**src/rtl/multiplier_seq_param.sv**
```systemverilog
// multiplier_seq_param
// Sequential shift-and-add multiplier with the datapath and controller in a
// single block. The two operands share one bus: A is taken on the start
// cycle and B on the cycle after it. Signed operands are turned into
// magnitudes, multiplied unsigned, and the sign is put back at the end.
// The loop stops as soon as the remaining multiplier bits are all zero.
//
// Ports
//   clk      rising-edge clock
//   reset    asynchronous, active-low reset (0 = reset)
//   start    request, sampled in IDLE only
//   sgn      1 = signed two's complement, 0 = unsigned; sampled with A
//   data_in  operand bus (A on the start cycle, B on the next cycle)
//   product  2*WIDTH-bit result, held from DONE until the next result
//   busy     high in LOAD_B, CALC and DONE
//   done     one-cycle pulse in DONE
module multiplier_seq_param #(
    parameter int WIDTH = 8
) (
    input  logic                 clk,
    input  logic                 reset,
    input  logic                 start,
    input  logic                 sgn,
    input  logic [WIDTH-1:0]     data_in,
    output logic [2*WIDTH-1:0]   product,
    output logic                 busy,
    output logic                 done
);

    localparam logic [WIDTH-1:0]   ONE_W = {{(WIDTH-1){1'b0}}, 1'b1};
    localparam logic [2*WIDTH-1:0] ONE_P = {{(2*WIDTH-1){1'b0}}, 1'b1};

    typedef enum logic [1:0] {
        IDLE   = 2'd0,
        LOAD_B = 2'd1,
        CALC   = 2'd2,
        DONE   = 2'd3
    } state_t;

    state_t               r_state;
    logic [WIDTH-1:0]     r_a;
    logic                 r_sgn;
    logic                 r_neg;
    logic [2*WIDTH-1:0]   r_mcand;
    logic [WIDTH-1:0]     r_mplier;
    logic [2*WIDTH-1:0]   r_acc;
    logic [2*WIDTH-1:0]   r_product;
    logic                 r_busy;
    logic                 r_done;

    logic [WIDTH-1:0]     w_absA;
    logic [WIDTH-1:0]     w_absB;
    logic [2*WIDTH-1:0]   w_accNext;
    logic [2*WIDTH-1:0]   w_accNeg;
    logic [WIDTH-1:0]     w_mplierNext;

    // Magnitudes are plain W-bit unsigned values, so the most negative
    // operand -2^(W-1) maps onto 2^(W-1) without needing an extra bit.
    assign w_absA = (r_sgn && r_a[WIDTH-1]) ? (~r_a + ONE_W) : r_a;
    assign w_absB = (r_sgn && data_in[WIDTH-1]) ? (~data_in + ONE_W) : data_in;

    // One shift-and-add step; the product register is loaded from the
    // post-add value so the final step needs no extra cycle.
    assign w_accNext    = r_mplier[0] ? (r_acc + r_mcand) : r_acc;
    assign w_accNeg     = ~w_accNext + ONE_P;
    assign w_mplierNext = r_mplier >> 1;

    // Controller and datapath share one sequential block; busy/done are
    // registered and set on the edge that enters the matching state.
    always_ff @(posedge clk or negedge reset) begin
        if (!reset) begin
            r_state   <= IDLE;
            r_a       <= '0;
            r_sgn     <= 1'b0;
            r_neg     <= 1'b0;
            r_mcand   <= '0;
            r_mplier  <= '0;
            r_acc     <= '0;
            r_product <= '0;
            r_busy    <= 1'b0;
            r_done    <= 1'b0;
        end else begin
            case (r_state)
                IDLE: begin
                    r_done <= 1'b0;
                    if (start) begin
                        r_a     <= data_in;
                        r_sgn   <= sgn;
                        r_busy  <= 1'b1;
                        r_state <= LOAD_B;
                    end
                end
                LOAD_B: begin
                    r_mcand  <= {{WIDTH{1'b0}}, w_absA};
                    r_mplier <= w_absB;
                    r_acc    <= '0;
                    r_neg    <= r_sgn & (r_a[WIDTH-1] ^ data_in[WIDTH-1]);
                    r_state  <= CALC;
                end
                CALC: begin
                    r_acc    <= w_accNext;
                    r_mcand  <= r_mcand << 1;
                    r_mplier <= w_mplierNext;
                    // Early exit: nothing left to add once the shifted
                    // multiplier is zero, which also covers B = 0.
                    if (w_mplierNext == '0) begin
                        r_product <= r_neg ? w_accNeg : w_accNext;
                        r_done    <= 1'b1;
                        r_state   <= DONE;
                    end
                end
                DONE: begin
                    r_done  <= 1'b0;
                    r_busy  <= 1'b0;
                    r_state <= IDLE;
                end
                default: begin
                    r_busy  <= 1'b0;
                    r_done  <= 1'b0;
                    r_state <= IDLE;
                end
            endcase
        end
    end

    assign product = r_product;
    assign busy    = r_busy;
    assign done    = r_done;

endmodule

```
**config.mk**
```make
export PLATFORM = sky130hd
export DESIGN_NAME = multiplier_seq_param
export DESIGN_NICKNAME = d
export VERILOG_FILES = /design/src/rtl/multiplier_seq_param.sv
export SDC_FILE = /design/constraint.sdc
export NUM_CORES = 1
export LEC_CHECK = 0
export CORE_ASPECT_RATIO = 2
export CORE_MARGIN = 2
export CORE_UTILIZATION = 51
export CTS_BUF_LIST = sky130_fd_sc_hd__clkbuf_4
export DETAILED_ROUTE_END_ITERATION = 10
export PLACE_DENSITY = 0.79
export SLEW_MARGIN = 20
export SYNTH_ARGS = -nofsm -noshare
export SYNTH_HDL_FRONTEND = slang
export SYNTH_SLANG_ARGS = --single-unit
```
**constraint.sdc**
```tcl
create_clock -name clk -period 4.18 [get_ports clk]
set_clock_uncertainty 0.15 [all_clocks]
set_input_delay 0.836 -clock clk [delete_from_list [all_inputs] [get_ports clk]]
set_output_delay 0.836 -clock clk [all_outputs]
set_load 0.01 [all_outputs]
```
==> metrics <==
status=complete, no violations; worst reg2reg path startpoint=r_mcand[0]$_DFFE_PN0P_; largest net degree at the start of global routing=between 50 and 60; initial DRC count=between 200 and 250; Main synth FF type=dfrtp_1; top cell type's share of synthesized area=39.1%; antenna-violating nets left=0; via count=about 3700; number of flops mapped to enable cells by yosys=0; switching share of power=between 40% and 50%; Max VDD drop=slightly above 0.6 mV; Sw Pwr=about 1.6 mW; Final setup viols=0; Bufs on Longest Clock Path=2; cell area after layout=around 5000 um2; Yosys reg bits=70; GRT Overall Usage=about 22%; postcts setup bufs=0; Reg clk slew, reported paths=about 0.12 ns; leakage power=2.15 nW; Die W=about 70 um; Root Driver=clkbuf_4; CTS Buf Count=9; Ports=30; worst min path class=primary input to async pin; share of flip-flops with an asynchronous set or reset=100%; Setup crit start kind=register; # diodes=0; row cnt=48; synthesis warning total=0; vias per inst=slightly below 6; Max-slew headroom=around 43%; H-tree lvl count=3; fin crit share=about nine tenths; CP Class=register to register; final instance count without filler cells=slightly above 600; crit path max-delay cell type=fa_1; Post-synth top cells=dfrtp_1, nand2_1, o21ai_0, inv_1, a21oi_1; Power, Total=between 3 and 4 mW; critical path required time=approximately 4.4 ns; placed instance count=approximately 600; first-pass GRT wire length=between 15000 and 20000 um; initial antenna violation count=0; fmax=0.270 GHz; Syn Nets=523; WL per Instance=~16 um; vias in the first global route=~3700; First-pass DRT Iterations=4; Die Ht=137 um; pre-CTS setup slack=slightly above 0.6 ns; Area Growth Syn to Fin=11.2%; R2R setup slack=about 0.48 ns; GR Overflow Total=0; Gate power share=58.0%; Worst Max-Slew Pin Slew=0.858 ns; most frequent cell after synthesis=dfrtp_1; starting density of the core=~52%; die area=between 9000 and 10000 um2; top cells by area, synth=dfrtp_1, ha_1, o21ai_0; hold slack final=roughly 0.21 ns; reg2reg path depth=11; CTS tree=built; Final #Nets=550; dpl hpwl=~7400 um; CP startpoint=r_mcand[0]$_DFFE_PN0P_; max-slew violations=0; CP Max Fanout=6; Worst-Skew Late Latency=between 0.4 and 0.5 ns; sequential fraction of the synthesis area=between 30 and 40%; Cells after Synth=approximately 490; Cell Pwr Density=712 nW/um2; RSZ-0062 raised after global routing=false; critical-path cell list=ha_1, fa_1, a211oi_1, o21ai_1, a211o_1, a211o_1, a31oi_2, o2111ai_1, o21ai_1, xnor3_1, o21ai_1; Final WS setup=roughly 0.48 ns; most frequent cell on the critical path=o21ai_1; clock sink count=70; DRC=0; Total Wirelength=around 9800 um; sequential power share=between 30% and 40%; clock power share=10.7%; Tmin final=3.70 ns; Resize count post-CTS=0; dpl cell area=between 4000 and 5000 um2; CP Capture Point=product[15]$_DFFE_PN0P_; Port Buffers=29; internal power=1.94 mW; Mapped Avg Cell Area=about 9.2 um2; Synth area leader=dfrtp_1; Finished Core Util=about 58%; slowest stage delay, CP=~0.44 ns; total negative slack=0 ns; worst r2r dst=product[15]$_DFFE_PN0P_; worst path arrival time=around 3.9 ns; crit end category=register; GPL Wtd Cong=around 0.87; Mapped Area=between 4000 and 5000 um2; count of hold-fix buffers inserted at cts=0; MaxCap Viol Count=0; core area=approximately 8600 um2; layout cell share with drive strength beyond 1=10.6%; Yosys cell types=63; Final Hold Fails=0
[how the worst min path moves through the flow]
stage                                       start                 endpoint  slack, ns  cells past startpoint
after floorplan           r_mplier[1]$_DFFE_PN0P_  r_mplier[1]$_DFFE_PN0P_       0.34                      1
after global placement     product[8]$_DFFE_PN0P_   product[8]$_DFFE_PN0P_       0.31                      2
after detailed placement   product[4]$_DFFE_PN0P_   product[4]$_DFFE_PN0P_       0.32                      2
after CTS                  product[6]$_DFFE_PN0P_   product[6]$_DFFE_PN0P_       0.34                      2
after global routing                        reset       r_a[2]$_DFFE_PN0P_       0.25                      1
final                                       reset       r_a[2]$_DFFE_PN0P_       0.21                      1
[layout make-up]
cell class	count	area, um2
fillers	779	3610
inverters	38	143
multi-input cells	360	2510
well taps	100	125
flip-flops and latches	70	1750
clock inverters	6	38.8
clock buffers	10	75.1
repair buffers	36	340
[power groups by stage]
stage                     clock [mW]  sequential (mW)  combinational, mW
after floorplan                    0             1.09               1.55
after global placement             0             1.11               1.99
after detailed placement           0             1.13               2.06
after CTS                      0.387             1.11               2.06
after global routing           0.417             1.15               2.30
final                          0.378             1.11               2.06
[logic make-up after synthesis]
family,count (synthesis),synth area share (%)
compound gates,143,21.3
fa+ha+maj,23,6.59
flops,70,39.1
buf+inv,58,4.92
mux,30,7.26
xor+xnor,28,5.78
simple gates,136,15.0
[per-layer routing]
layer | GRT usage, % | routed length (um) | vias up
met2 | 41.0 | 5420 | 82
met3 | 3.90 | 343 | 29
met4 | 11.6 | 348 | 0
met1 | 23.7 | 3670 | 1767
li1 | - | - | 1815
met5 | 0 | 0 | -
[flip-flops by register name (all words and copies together), names as in the netlist]
signal and flops:
r_sgn 1, r_neg 1, busy 1, r_mcand 16, r_acc 16, product 16, r_a 8, done 1
r_state 2, r_mplier 8
[critical path: cells and delay by family (launching register included)]
family,cells,cell delay [ns]
fa+ha+maj,2,0.72
compound gates,8,2.06
flops,1,0.43
xor+xnor,1,0.25
[cell usage in the layout (no fill, tap or decap), types with 3 or more instances in the layout]
cell type	instances
clkbuf_4	10
a31oi_1	8
o211ai_1	5
nand3b_1	4
nand2b_1	6
o21ai_1	5
nor4_1	4
nor2_1	20
clkinv_1	3
buf_4	8
o21ai_0	46
mux2i_1	10
inv_1	37
a211oi_1	3
xor2_1	8
a21oi_1	23
clkdlybuf4s50_1	28
nor2b_1	5
mux2_2	20
a21o_1	4
clkinvlp_4	3
nand2_1	50
nor3_1	9
nand4_1	3
and3_1	7
dfrtp_1	70
nand3_1	15
xnor2_1	19
o22ai_1	18
a211o_1	4
ha_1	22
Power figures use the tool's default switching activity.
